--- src/rtl/multi_stop_filter.sv ---
// multi_stop_filter
//   Multi-channel stop-hit filter for the TDC. Each of NCH asynchronous stop lines is
//   synchronised into clk, rising-edge detected, and passed through a per-channel dead-time
//   FSM (IDLE -> HOLD -> WAIT_LOW). Accepted edges give a one-cycle filtered_hit pulse.
//   Edges that arrive during HOLD give a one-cycle pileup pulse instead. valid/hit_mask
//   follow filtered_hit by one cycle.
//
// Ports:
//   clk          system clock, rising edge
//   rst_n        asynchronous active-low reset
//   hit          [NCH] raw asynchronous stop hits
//   enable       synchronous enable; low forces all channels idle
//   dead_time    [DTW] hold-off length, sampled on entry to HOLD
//   count_clr    synchronous clear of hit counters
//   filtered_hit [NCH] one-cycle pulse per accepted edge
//   pileup       [NCH] one-cycle pulse per edge rejected during HOLD
//   valid        one-cycle strobe, one cycle after any filtered_hit bit
//   hit_mask     [NCH] filtered_hit registered alongside valid
//   hit_count    [NCH*CNTW] per-channel saturating counters, channel i at [i*CNTW +: CNTW]
//
// Optional feature: define MULTI_STOP_FILTER_HIT_COUNT_EN to build the hit counters.
// Without it hit_count is tied to zero and count_clr is ignored.

module multi_stop_filter #(
    parameter int unsigned NCH   = 4,
    parameter int unsigned NSYNC = 2,
    parameter int unsigned DTW   = 8,
    parameter int unsigned CNTW  = 16
) (
    input  logic                clk,
    input  logic                rst_n,
    input  logic [NCH-1:0]      hit,
    input  logic                enable,
    input  logic [DTW-1:0]      dead_time,
    input  logic                count_clr,
    output logic [NCH-1:0]      filtered_hit,
    output logic [NCH-1:0]      pileup,
    output logic                valid,
    output logic [NCH-1:0]      hit_mask,
    output logic [NCH*CNTW-1:0] hit_count
);

    typedef enum logic [1:0] {StIdle, StHold, StWaitLow} state_e;

    logic [NCH-1:0][NSYNC-1:0] sync_q;
    logic [NCH-1:0]            s_last;
    logic [NCH-1:0]            s_d_q;
    logic [NCH-1:0]            rise;

    state_e                    state_q [NCH];
    state_e                    state_d [NCH];
    logic [NCH-1:0][DTW-1:0]   dcnt_q;
    logic [NCH-1:0][DTW-1:0]   dcnt_d;

    logic [NCH-1:0]            fh_d, fh_q;
    logic [NCH-1:0]            pu_d, pu_q;
    logic                      valid_q;
    logic [NCH-1:0]            mask_q;

    always_comb begin
        for (int i = 0; i < NCH; i++) begin
            s_last[i] = sync_q[i][NSYNC-1];
        end
    end

    // s_d_q tracks the synchronised level regardless of enable, so a line already high
    // when enable rises never looks like a fresh edge.
    assign rise = s_last & ~s_d_q;

    always_ff @(posedge clk or negedge rst_n) begin
        if (!rst_n) begin
            sync_q <= '0;
            s_d_q  <= '0;
        end else begin
            for (int i = 0; i < NCH; i++) begin
                sync_q[i] <= {sync_q[i][NSYNC-2:0], hit[i]};
            end
            s_d_q <= s_last;
        end
    end

    always_comb begin
        for (int i = 0; i < NCH; i++) begin
            state_d[i] = state_q[i];
            dcnt_d[i]  = dcnt_q[i];
            fh_d[i]    = 1'b0;
            pu_d[i]    = 1'b0;
            if (!enable) begin
                // Abort any hold silently; no pileup is reported.
                state_d[i] = StIdle;
                dcnt_d[i]  = '0;
            end else begin
                unique case (state_q[i])
                    StIdle: begin
                        if (rise[i]) begin
                            state_d[i] = StHold;
                            dcnt_d[i]  = dead_time;
                            fh_d[i]    = 1'b1;
                        end
                    end
                    StHold: begin
                        pu_d[i] = rise[i];
                        if (dcnt_q[i] == '0) begin
                            state_d[i] = s_last[i] ? StWaitLow : StIdle;
                        end else begin
                            dcnt_d[i] = dcnt_q[i] - DTW'(1);
                        end
                    end
                    StWaitLow: begin
                        if (!s_last[i]) begin
                            state_d[i] = StIdle;
                        end
                    end
                    default: begin
                        state_d[i] = StIdle;
                    end
                endcase
            end
        end
    end

    always_ff @(posedge clk or negedge rst_n) begin
        if (!rst_n) begin
            for (int i = 0; i < NCH; i++) begin
                state_q[i] <= StIdle;
            end
            dcnt_q  <= '0;
            fh_q    <= '0;
            pu_q    <= '0;
            valid_q <= 1'b0;
            mask_q  <= '0;
        end else begin
            for (int i = 0; i < NCH; i++) begin
                state_q[i] <= state_d[i];
            end
            dcnt_q  <= dcnt_d;
            fh_q    <= fh_d;
            pu_q    <= pu_d;
            valid_q <= |fh_q;
            mask_q  <= fh_q;
        end
    end

    assign filtered_hit = fh_q;
    assign pileup       = pu_q;
    assign valid        = valid_q;
    assign hit_mask     = mask_q;

`ifdef MULTI_STOP_FILTER_HIT_COUNT_EN
    logic [NCH-1:0][CNTW-1:0] cnt_q;

    // Counters advance from the registered pulse; a clear wins over a same-cycle increment.
    always_ff @(posedge clk or negedge rst_n) begin
        if (!rst_n) begin
            cnt_q <= '0;
        end else if (count_clr) begin
            cnt_q <= '0;
        end else begin
            for (int i = 0; i < NCH; i++) begin
                if (fh_q[i] && (cnt_q[i] != {CNTW{1'b1}})) begin
                    cnt_q[i] <= cnt_q[i] + CNTW'(1);
                end
            end
        end
    end

    assign hit_count = cnt_q;
`else
    logic unused_count_clr;
    assign unused_count_clr = count_clr;
    assign hit_count        = '0;
`endif

endmodule

--- config.mk ---
export PLATFORM = sky130hd
export DESIGN_NAME = multi_stop_filter
export DESIGN_NICKNAME = d
export VERILOG_FILES = /design/src/rtl/multi_stop_filter.sv
export SDC_FILE = /design/constraint.sdc
export NUM_CORES = 1
export LEC_CHECK = 0
export CAP_MARGIN = 30
export CORE_MARGIN = 3
export CORE_UTILIZATION = 54
export DETAILED_ROUTE_END_ITERATION = 6
export PLACE_DENSITY = 0.86
export SYNTH_ARGS = -nofsm -noshare
export SYNTH_HDL_FRONTEND = slang
export SYNTH_SLANG_ARGS = --single-unit
--- constraint.sdc ---
create_clock -name clk -period 5.09 [get_ports clk]
set_clock_uncertainty 0.15 [all_clocks]
set_input_delay 0.509 -clock clk [delete_from_list [all_inputs] [get_ports clk]]
set_output_delay 0.509 -clock clk [all_outputs]
set_load 0.02 [all_outputs]
## Word-level counts from Yosys, hierarchy flattened

Cells that the tools add are included.

| operators by class | value |
|---|---|
| add/sub/neg operators | 4 |
| eq/ne operators | 28 |
| mux-type cells | 60 |
| bitwise logic cells | 2 |
| reduce and logical (&&, ||, !) cells | 17 |

Operators by type and width:

| operator | number |
|---|---|
| two-way mux 8 bit | 12 |
| case mux 8 bit (2 select lines) | 4 |
| != test 3 bit (second input constant) | 16 |
| two-way mux 2 bit | 20 |
| zero test 8 bit | 4 |
| subtractor 8 x 1 -> 8 bit (second input constant) | 4 |
| case mux 2 bit (3 select lines) | 4 |
| AND reduction 3 bit | 8 |
| two-way mux 1 bit | 20 |
| != test 3 x 1 -> 1 bit (second input constant) | 4 |
| == test 2 x 1 -> 1 bit (second input constant) | 4 |
| == test 2 bit (second input constant) | 4 |
| zero test 2 bit | 4 |
| AND 4 bit | 1 |
| inverter 4 bit | 1 |
| OR reduction 4 bit | 1 |

| word-level totals | value |
|---|---|
| bits in registers | 65 |
| input port bits | 16 |
| output and inout bits | 77 |

## Depth between registers and ports, before layout

Gate-level depths: netlist (run 1).

| logic depth | value |
|---|---|
| depth after elaboration | 5 |
| depth in mapped cells | 7 |

## Worst setup path after synthesis (run 1)

No wires, ideal clock.

| path | value |
|---|---|
| kind | register to register |
| start | register dcnt_q[11] (netlist name) |
| end | register dcnt_q[11] (netlist name) |
| data arrival time | 1.781 ns |
| data required time | 4.814 ns |
| slack | 3.033 ns |
| stages on the path, launching flop included | 5 |
| buffers on the path | 0 |
| clock period less this slack | 2.057 ns |
| cell sequence | dfrtp_1 or4_4 or3_4 and2_4 a221o_1 |

| between the ends | value |
|---|---|
| word-level cells in the longest chain between the ends | 4 |
| elaborated cells on any way between the ends | 7 |
| classes of those cells | add/sub: 1; eq/ne: 1; mux: 3; reduce/logical: 2 |

RTL lines:

| what | RTL line | text |
|---|---|---|
| from (decl) | 52 | `logic [NCH-1:0][DTW-1:0] dcnt_q;` |
| from (signal assigned) | 136 | `dcnt_q <= dcnt_d;` |
| subtractor 8 x 1 -> 8 bit | 106 | `dcnt_d[i] = dcnt_q[i] - DTW'(1);` |
| two-way mux 8 bit | 103 | `if (dcnt_q[i] == '0) begin` |
| case mux 8 bit (2 select lines) | 93 | `unique case (state_q[i])` |
| two-way mux 8 bit | 88 | `if (!enable) begin` |

Several ways; a longest one is shown, not always the timed one. The select of a mux whose other input is x is not followed.
A chain may end at the register's enable or synchronous reset.

## Worst setup path in the final report (run 1)

| path | value |
|---|---|
| start | register dcnt_q[4] (netlist name) |
| end | register dcnt_q[7] (netlist name) |

Same word-level chain as after synthesis.

==> summary.txt, run 1 <==
Worst setup path
  • Arrival time worst endpoint: 2.51 ns
  • Worst-path fanout max: 13
  • Cell chain of the critical path: or4_1 -> o32ai_2 -> or2_2 -> o32ai_1
  • Critical path class: reg2reg
  • Required @ worst endpoint: slightly above 5 ns
  • CP Capture Type: flip-flop
  • CP Launch Type: flip-flop
  • Max incr delay on CP: around 0.76 ns
  • Slowest-stage cell, CP: o32ai_2

Placed design
  • Placer congestion estimate: a little over 0.9
  • I/O Buffers: 27
  • Placed cells: between 500 and 600
  • Cell Area, Placed: 0.00397 sq mm
  • Post-DP HPWL: 5560 microns

STA
  • Worst-Margin Slew: between 0.8 and 0.9 ns
  • Final Critical Period: between 2 and 2.5 ns
  • RSZ-0062 raised after global routing: no
  • Slew Limit Fails: 0
  • Final TNS setup: 0 ns
  • Period utilisation layout: between 40% and 50%
  • Final Setup Violations: 0
  • Hold Vio Cnt, Final: 0
  • Maximum clock frequency: 411 MHz
  • Slew headroom: a little under half

Floorplan
  • Top Ports: 93
  • Starting Density: about 56%
  • Core box area: 0.00687 sq mm
  • Die Area: approximately 0.008 sq mm
  • Row cnt: 30
  • DIE WIDTH: 90.6 microns
  • Die height: a little over 90 microns

Cells and area
  • Non-filler instance count after layout: about 540
  • Area Growth Syn to Fin: 7.18%
  • Number of inserted diodes: 0
  • Final nets: between 400 and 500
  • Fin util: between 60 and 70%
  • Design area: 0.00415 sq mm
  • Fraction of layout cells with a size suffix above 1: between 7 and 8%

Logic synthesis
  • Sequential area share after synthesis: a little over two fifths
  • Post-synthesis cell area: between 0.003 and 0.004 sq mm
  • Syn Area/Cell: between 9 and 10 sq um
  • Synth top cells by count: 65 x buf_4, 65 x dfrtp_1, 27 x nand2_1
  • Synth top area share: roughly 42%
  • Ranking of synthesized cells by area: dfrtp_1 42%, buf_4 13%, a21oi_1 3.4%
  • Yosys top cell by area: dfrtp_1
  • Post-synth cell types: 62
  • Synth Warn #: 0
  • Async SR Flop Fraction: 100%
  • Main synth FF type: dfrtp_1
  • Post-synth EDFFs: 0
  • Cell count after synthesis: about 420
  • Seq cells post-synth: between 60 and 70

Power
  • Maximum VDD drop: between 0.15 and 0.2 mV
  • Pleak: a little under 2 nW
  • Overall power: roughly 1.4 mW
  • Power density over the cells: 328 mW/mm^2

Drt
  • Pre-antenna DRT Iters: 5
  • Vias per inst: 5.55
  • DRC Markers: 0
  • Routed length per instance: between 10 and 15 microns
  • Routed WL: 7950 microns
  • Initial drt markers: approximately 270
  • Via Count: roughly 3000
  • Detail Route Antenna Nets: 0

Global routing
  • M1 GR Usage: between 20% and 30%
  • Top Usage Layer GRT: met2
  • GR Util met2: about a third
  • Overflow after GRT: 0
  • First-pass GRT wire length: approximately 13000 microns
  • Initial antenna violation count: 0
  • GRT Overall Usage: 20.0%
  • Met3 usage: under 10%
  • Largest net degree at the start of global routing: between 60 and 70
  • Vias in the first global route: between 2000 and 3000

Clock network
  • Clk_lat worst skew: approximately 0.35 ns
  • Cts hold-fix bufs: 0
  • CTS sink cnt: 65
  • Number of gates resized after CTS: 0
  • # Post-CTS Setup Buffers: 0
  • CTS tree: yes
  • Htree depth: 3
  • CTS Buf Count: 9
  • CTS root buf: clkbuf_8
  • Clk buf depth: 2
  • Clock transition at path regs: roughly 0.070 ns

Min path
  • HP Class: in2async

Job
  • Total of max-cap violations: 0

Run status
  • Outcome: complete, no violations
## power breakdown
group,internal [mW],switching [mW],total (mW)
Sequential,0.561,0.0495,0.611
Clock,0.201,0.187,0.388
Combinational,0.133,0.228,0.361
Total,0.895,0.464,1.36
## logic make-up after synthesis
| group | synth area share, % |
|---|---|
| compound gates | 18.1 |
| other cells | 0.0969 |
| flops | 42.0 |
| buf+inv | 15.5 |
| simple gates | 20.5 |
| fa+ha+maj | 2.59 |
| mux | 1.07 |
## cell usage in the layout (no fill, tap or decap), drive strengths merged, types with 6 or more instances in the layout
| master | Yosys | routed |
|---|---|---|
| and3 | 9 | 9 |
| nor2 | 22 | 22 |
| nor3 | 12 | 12 |
| nor4 | 8 | 8 |
| o221ai | 6 | 6 |
| clkbuf | 11 | 13 |
| conb | 1 | 64 |
| nand2 | 27 | 27 |
| inv | 18 | 18 |
| o211ai | 8 | 8 |
| o21ai | 13 | 13 |
| o31ai | 6 | 6 |
| nand3 | 11 | 11 |
| a21oi | 26 | 26 |
| nor2b | 9 | 9 |
| dfrtp | 65 | 65 |
| nand2b | 13 | 13 |
| ha | 8 | 8 |
| clkdlybuf4s50 | 0 | 26 |
## layout make-up
class | instances | area [sq um]
clock buffer | 13 | 159
clock inverter | 3 | 15.0
fill | 596 | 2720
inverter | 18 | 67.6
multi-input combinational | 319 | 1880
sequential | 65 | 1630
tap | 96 | 120
timing repair buffer | 29 | 280
## state kept, by name, indices dropped and copies added (netlist names), 4 cells and up
register / flops
filtered_hit: 4
state_q: 8
sync_q: 4
s_last: 4
dcnt_q: 32
hit_mask: 4
s_d_q: 4
pileup: 4
## stage by stage
step                hold slack [ns]  worst slack [ns]
detailed placement            0.186              2.36
global placement              0.183              2.50
global route                  0.210              2.49
CTS                           0.203              2.68
finish                        0.163              2.66
floorplan                    0.0634              3.03
## critical path: cells and delay by family, from the launching register on
family	cells	cell delay (ns)
simple gates	2	0.89
compound gates	2	0.86
flops	1	0.41
## worst paths after layout
path / endpoint / slack, ns / cells after the start / from
min in group clk: s_last[0]$_DFF_PN0_ / 0.20 / 0 / sync_q[0]$_DFF_PN0_
max in group asynchronous: dcnt_q[17]$_DFFE_PN0P_ / 4.08 / 2 / rst_n
worst max-delay path: dcnt_q[7]$_DFFE_PN0P_ / 2.66 / 4 / dcnt_q[4]$_DFFE_PN0P_
worst min-delay path: dcnt_q[14]$_DFFE_PN0P_ / 0.16 / 2 / rst_n
worst max register to register: dcnt_q[7]$_DFFE_PN0P_ / 2.66 / 4 / dcnt_q[4]$_DFFE_PN0P_
worst min register to register: s_last[0]$_DFF_PN0_ / 0.20 / 0 / sync_q[0]$_DFF_PN0_
## per-layer routing
| layer | vias to the layer above | wire length, microns | share of wire [%] |
|---|---|---|---|
| li1 | 1430 | - | - |
| met1 | 1429 | 3260 | 41 |
| met2 | 139 | 3920 | 49 |
| met3 | 16 | 619 | 7.8 |
| met4 | 0 | 153 | 1.9 |
| met5 | - | 0 | 0 |
Note: power is estimated with default switching activity, not from simulation.
==> run 2: changes to the inputs <==
CORE_UTILIZATION = 45   (was 54)
PLACE_DENSITY = 0.76   (was 0.86)
clock period = 2.2 ns   (was 5.09 ns; I/O delays follow)
==> run 2 against run 1 <==
Against the previous run: die area up 19%; sequential power rose by 130%; power up 140%; setup slack worse by 2.6 ns; wire length rose by 5.6%; final area grew 3.2%; critical endpoint is now dcnt_q[12]$_DFFE_PN0P_; highest routed layer unchanged.
==> summary.txt, run 2 (synthesized netlist as in run 1, its figures left out) <==
Worst setup path
  • Slowest-stage cell, CP: or4_4
  • CP Launch Type: flip-flop
  • Critical Path End: dcnt_q[12]$_DFFE_PN0P_
  • Worst path bufs/invs: 0 (unchanged)
  • Arrival time worst endpoint: 2.21 ns (-0.30 ns)
  • Required @ worst endpoint: 2.29 ns (-2.87 ns)
  • Critical path class: reg2reg
  • Worst-path fanout max: 4 (-9)
  • Reg2reg setup slack: 0.08 ns (-2.58 ns)
  • Cell chain of the critical path: or4_4 -> or3_4 -> and2_4 -> a221o_1
  • Worst r2r path cells: 4 (unchanged)
  • Delay-heaviest family, CP: simple AND/OR/NAND/NOR gates
  • RR Startpoint: dcnt_q[14]$_DFFE_PN0P_
  • R2R Path End: dcnt_q[12]$_DFFE_PN0P_
  • CP Depth: 4 (unchanged)
  • Beginning of the critical path: dcnt_q[14]$_DFFE_PN0P_
  • Max incr delay on CP: 0.56 ns (-0.20 ns)
  • CP Capture Type: flip-flop

Floorplan
  • DIE WIDTH: 98.7 microns (+8.9%)
  • Top Ports: 93 (unchanged)
  • Starting Density: 46.6% (-9.7 points)
  • Row cnt: 33 (+10%)
  • Die height: 98.7 microns (+8.9%)
  • Core box area: 0.00830 sq mm (+21%)
  • Die Area: 0.00975 sq mm (+19%)

Global routing
  • First-pass GRT wire length: 13800 microns (+4.3%)
  • Initial antenna violation count: 0 (unchanged)
  • Overflow after GRT: 0 (unchanged)
  • Largest net degree at the start of global routing: 44 (-33%)
  • GRT Overall Usage: 17.8% (-2.2 points)
  • Vias in the first global route: 2965 (+4.5%)

Clock network
  • # Post-CTS Setup Buffers: 0 (unchanged)
  • CTS root buf: clkbuf_8
  • CTS sink cnt: 65 (unchanged)
  • Htree depth: 3 (unchanged)
  • CTS Buf Count: 9 (unchanged)
  • Clock transition at path regs: 0.08 ns (about the same)
  • Clk buf depth: 2 (unchanged)
  • CTS tree: yes
  • Clk_lat worst skew: 0.35 ns (about the same)

Drt
  • DRC Markers: 0 (unchanged)
  • Routed WL: 8400 microns (+5.6%)
  • Detail Route Antenna Nets: 0 (unchanged)
  • Via Count: 3078 (+2.1%)
  • Routed length per instance: 14.9 microns (+2.0%)
  • Vias per inst: 5.48 (-1.3%)
  • Initial drt markers: 114 (-57%)
  • Pre-antenna DRT Iters: 4 (-1)

Cells and area
  • Area Growth Syn to Fin: 10.6%
  • Number of inserted diodes: 0 (unchanged)
  • Fraction of layout cells with a size suffix above 1: 9.63% (+2.2 points)
  • Final nets: 477 (+2.4%)
  • Top flop regs: dcnt_q x32, state_q x8
  • Design area: 0.00428 sq mm (+3.2%)
  • Most common library cell in the layout ignoring fill and taps: dfrtp_1
  • Fillers: 765 (+28%)
  • Most frequent cells in the layout: 65 x dfrtp_1, 64 x conb_1, 27 x nand2_1
  • Max FFs per register: 32 (unchanged)
  • Biggest register: dcnt_q

Power
  • Maximum VDD drop: 0.317 mV (+63%)
  • Power density over the cells: 763 mW/mm^2 (+130%)
  • Pleak: 1.99 nW (+3.1%)

STA
  • Maximum clock frequency: 472 MHz (+15%)
  • Slew Limit Fails: 0 (unchanged)
  • Final TNS setup: 0 ns (unchanged)
  • Period utilisation layout: 96.4% (+49 points)
  • Hold Vio Cnt, Final: 0 (unchanged)
  • RSZ-0062 raised after global routing: no
  • Slew headroom: 55.8% (+11 points)
  • Final Critical Period: 2.12 ns (-0.314 ns)
  • Fin Hold WS: 0.148 ns (-0.0148 ns)
  • Worst-Margin Slew: 0.660 ns (-0.163 ns)
  • Final Setup Violations: 0 (unchanged)

Placed design
  • Cell Area, Placed: 0.00408 sq mm (+2.8%)
  • Placer congestion estimate: 0.866 (-4.4%)
  • Post-DP HPWL: 5980 microns (+7.6%)
  • I/O Buffers: 27 (unchanged)

Job
  • Total of max-cap violations: 0 (unchanged)

Run status
  • Outcome: complete, no violations

Min path
  • HP Class: in2reg
## run 2: cell count changes in the layout (fill, tap and decap cells not counted), sizes merged
| cell | change |
|---|---|
| clkinvlp | +2 |
| bufinv | +1 |
| clkbuf | -4 |
| dlygate4sd3 | +1 |
| buf | +10 |
## run 2: through the flow
| stage | instances | setup slack, ns | util, % | power, mW |
|---|---|---|---|---|
| 3_3_place_gp | 546 | 0.126 | 49.2 | 2.26 |
| 3_5_place_dp | 546 | 0.0958 | 49.2 | 2.29 |
| 2_1_floorplan | 479 | 0.143 | - | 2.12 |
| 5_1_grt | 562 | 0.0101 | 51.5 | 3.45 |
| 4_1_cts | 562 | 0.0785 | 51.5 | 3.28 |
| 6_report | 562 | 0.0798 | 51.5 | 3.26 |
## run 2: timing repair
item,4_1_cts,5_1_grt
resized for setup,0,0
hold buffers,1,0
endpoints found under the hold margin,22,0
## run 2: how the worst min path moves through the flow
| stage | end | slack, ns | depth (start not counted) | start |
|---|---|---|---|---|
| 4_1_cts | sync_q[4]$_DFF_PN0_ | 0.13 | 1 | hit[2] |
| 6_report | sync_q[6]$_DFF_PN0_ | 0.15 | 1 | hit[3] |
| 3_3_place_gp | dcnt_q[14]$_DFFE_PN0P_ | 0.09 | 1 | rst_n |
| 5_1_grt | sync_q[6]$_DFF_PN0_ | 0.14 | 1 | hit[3] |
| 2_1_floorplan | dcnt_q[0]$_DFFE_PN0P_ | -0.23 | 0 | rst_n |
| 3_5_place_dp | dcnt_q[14]$_DFFE_PN0P_ | 0.09 | 1 | rst_n |
## run 2: layer usage
metal	vias up	GRT usage (%)	part of all wire (%)
li1	1442	-	-
met1	1467	22.5	42
met2	147	28.1	48
met3	22	4.88	7.0
met4	0	9.14	2.8
met5	-	0	0
## run 2: worst register-to-register path: stages, from the launching register on
cell and delay (ns):
dfrtp_1 0.41, or4_4 0.56, or3_4 0.40, and2_4 0.18
a221o_1 0.32
## run 2: power breakdown
| part | total (mW) | switching, mW | internal, mW |
|---|---|---|---|
| logic | 0.878 | 0.546 | 0.332 |
| clock network | 0.978 | 0.468 | 0.510 |
| registers | 1.41 | 0.108 | 1.30 |
## run 2: cell type report
cell class                      instances  area (sq um)  area share (%)
Multi-Input combinational cell        319          1880            43.9
Sequential cell                        65          1630            38.0
Timing Repair Buffer                   40           390            9.13
Tap cell                              105           131            3.07
Clock buffer                            9           124            2.90
Inverter                               18          67.6            1.58
Clock inverter                          6          60.1            1.40
==> run 3: changes to the inputs <==
CORE_ASPECT_RATIO = 1.2   (was default)
==> run 3 against run 2 <==
Against the previous run: non-clock buffer count rose by 2; sequential cell count did not move; critical path depth did not move; global-route usage rose by 0.084 points; register-to-register slack barely moved; maximum frequency fell by 0.17%; critical path type unchanged; die area barely moved; sequential share of layout area rose by 0.067 points; sequential power barely moved; combinational power rose by 0.8%; worst hold slack improved by 0.0074 ns; via count fell by 0.71%; largest power group unchanged.
==> summary.txt, run 3 (synthesized netlist as in run 1, its figures left out) <==
STA
  • Period utilisation layout: 96.5% (+0.16 points)
  • Slew Limit Fails: 0 (unchanged)
  • Fin Hold WS: 0.155 ns (+0.00741 ns)
  • Worst-Margin Slew: 0.729 ns (+0.0698 ns)
  • Final TNS setup: 0 ns (unchanged)
  • Maximum clock frequency: 471 MHz (-0.17%)
  • Hold Vio Cnt, Final: 0 (unchanged)
  • Final Setup Violations: 0 (unchanged)
  • Final WS setup: 0.0763 ns (-0.00356 ns)
  • RSZ-0062 raised after global routing: no
  • Slew headroom: 51.2% (-4.7 points)
  • Final Critical Period: 2.12 ns (+0.00356 ns)

Floorplan
  • Die height: 108 microns (+9.0%)
  • Die Area: 0.00975 sq mm (about the same)
  • Core box area: 0.00824 sq mm (-0.68%)
  • Starting Density: 46.9% (+0.32 points)
  • Top Ports: 93 (unchanged)
  • Row cnt: 36 (+9.1%)
  • DIE WIDTH: 90.6 microns (-8.2%)

Cells and area
  • Fillers: 782 (+2.2%)
  • Biggest register: dcnt_q
  • Area Growth Syn to Fin: 10.4%
  • Max FFs per register: 32 (unchanged)
  • Number of inserted diodes: 0 (unchanged)
  • Final nets: 479 (+0.42%)
  • Most common library cell in the layout ignoring fill and taps: dfrtp_1
  • Most frequent cells in the layout: 65 x dfrtp_1, 64 x conb_1, 27 x nand2_1
  • Design area: 0.00427 sq mm (-0.18%)
  • Top flop regs: dcnt_q x32, state_q x8
  • Fraction of layout cells with a size suffix above 1: 9.17% (-0.46 points)

Global routing
  • Largest net degree at the start of global routing: 41 (-6.8%)
  • Overflow after GRT: 0 (unchanged)
  • First-pass GRT wire length: 13900 microns (+0.55%)
  • Vias in the first global route: 2880 (-2.9%)
  • GRT Overall Usage: 17.9% (+0.084 points)
  • Initial antenna violation count: 0 (unchanged)

Clock network
  • Clk buf depth: 2 (unchanged)
  • CTS Buf Count: 9 (unchanged)
  • Clk_lat worst skew: 0.35 ns (about the same)
  • CTS root buf: clkbuf_8
  • Htree depth: 3 (unchanged)
  • CTS tree: yes
  • CTS sink cnt: 65 (unchanged)
  • Clock transition at path regs: 0.07 ns (about the same)

Min path
  • Worst hold path depth: 1 (unchanged)
  • HP Class: in2reg
  • Hold Path End: sync_q[6]$_DFF_PN0_
  • Hold wc startpoint: hit[3]

Drt
  • DRC Markers: 0 (unchanged)
  • Vias per inst: 5.34 (-2.5%)
  • Initial drt markers: 163 (+43%)
  • Routed WL: 8480 microns (+0.95%)
  • Routed length per instance: 14.8 microns (-0.81%)
  • Pre-antenna DRT Iters: 5 (+1)
  • Detail Route Antenna Nets: 0 (unchanged)
  • Via Count: 3056 (-0.71%)

Power
  • Pleak: 1.98 nW (-0.21%)
  • Power density over the cells: 746 mW/mm^2 (-2.2%)
  • Sw frac: 34.2% (-0.22 points)
  • Internal: 2.10 mW (-2.0%)
  • Clock share of power: 28.1% (-1.9 points)
  • Maximum VDD drop: 0.308 mV (-2.9%)
  • NetSw: 1.09 mW (-2.9%)
  • Comb power frac: 27.8% (+0.9 points)
  • Reg power frac: 44.1% (+1.0 points)

Worst setup path
  • Cell chain of the critical path: or4_4 -> or3_4 -> and2_4 -> a221o_1
  • RR Startpoint: dcnt_q[14]$_DFFE_PN0P_
  • CP Capture Type: flip-flop
  • Slowest-stage cell, CP: or4_4
  • CP Launch Type: flip-flop
  • Critical path class: reg2reg
  • Required @ worst endpoint: 2.29 ns (about the same)
  • R2R Path End: dcnt_q[11]$_DFFE_PN0P_
  • Worst r2r path cells: 4 (unchanged)
  • Reg2reg setup slack: 0.08 ns (about the same)
  • Arrival time worst endpoint: 2.21 ns (about the same)
  • Max incr delay on CP: 0.56 ns (about the same)
  • Worst-path fanout max: 4 (unchanged)

Placed design
  • Post-DP HPWL: 6130 microns (+2.4%)
  • Cell Area, Placed: 0.00410 sq mm (+0.34%)
  • Placer congestion estimate: 0.898 (+3.6%)
  • Dpl ws: 0.109 ns (+0.0132 ns)
  • I/O Buffers: 27 (unchanged)

Job
  • Total of max-cap violations: 0 (unchanged)

Run status
  • Outcome: complete, no violations
run 3: cell count changes in the layout (fill, tap and decap cells not counted):
cell        previous run  this run
bufinv_16              1         0
buf_4                 10        13
clkinvlp_4             2         0
clkbuf_8               9        11
clkbuf_1               0         3
clkinv_2               3         0
buf_12                 2         1
run 3: power groups by stage:
stage	sequential [mW]	clock, mW	combinational [mW]
final	1.41	0.896	0.885
after global routing	1.42	0.980	0.986
after CTS	1.40	0.916	0.878
after detailed placement	1.42	0	0.872
after global placement	1.42	0	0.851
after floorplan	1.41	0	0.713
run 3: worst max-delay path by stage:
stage | from | slack (ns) | endpoint
final | dcnt_q[14]$_DFFE_PN0P_ | 0.08 | dcnt_q[11]$_DFFE_PN0P_
after global routing | dcnt_q[25]$_DFFE_PN0P_ | 0.01 | dcnt_q[30]$_DFFE_PN0P_
after CTS | dcnt_q[14]$_DFFE_PN0P_ | 0.08 | dcnt_q[11]$_DFFE_PN0P_
after detailed placement | dcnt_q[14]$_DFFE_PN0P_ | 0.11 | dcnt_q[11]$_DFFE_PN0P_
after global placement | dcnt_q[14]$_DFFE_PN0P_ | 0.13 | dcnt_q[11]$_DFFE_PN0P_
after floorplan | dcnt_q[11]$_DFFE_PN0P_ | 0.14 | dcnt_q[11]$_DFFE_PN0P_
run 3: through the flow:
stage | power (mW) | util [%] | cells
after detailed placement | 2.30 | 49.7 | 557
after global routing | 3.39 | 51.8 | 572
final | 3.19 | 51.8 | 572
after CTS | 3.20 | 51.8 | 572
after floorplan | 2.12 | - | 479
after global placement | 2.27 | 49.7 | 557
run 3: worst max-delay path, delay by kind of cell (launching register included):
family          cells  cell delay (ns)
flops               1             0.40
compound gates      1             0.32
simple gates        3             1.14
run 3: layout make-up:
class                           count  area, sq um  share of cell area (%)
Clock buffer                       14          163                    3.81
Inverter                           18         67.6                    1.58
Timing Repair Buffer               42          393                    9.20
Multi-Input combinational cell    319         1880                    44.0
Tap cell                          114          143                    3.34
Sequential cell                    65         1630                    38.1
run 3: per-layer routing:
| layer | vias up | global-route usage [%] | routed length [microns] |
|---|---|---|---|
| li1 | 1450 | - | - |
| met1 | 1474 | 21.7 | 3520 |
| met2 | 112 | 30.4 | 4220 |
| met3 | 20 | 4.27 | 527 |
| met4 | 0 | 7.66 | 213 |
| met5 | - | 0 | 0 |
run 3: what timing repair did:
| item | CTS | global route |
|---|---|---|
| hold endpoints to repair | 22 | 0 |
| setup buffers | 0 | 0 |
| hold buffers | 1 | 0 |
| gates resized for setup | 0 | 0 |
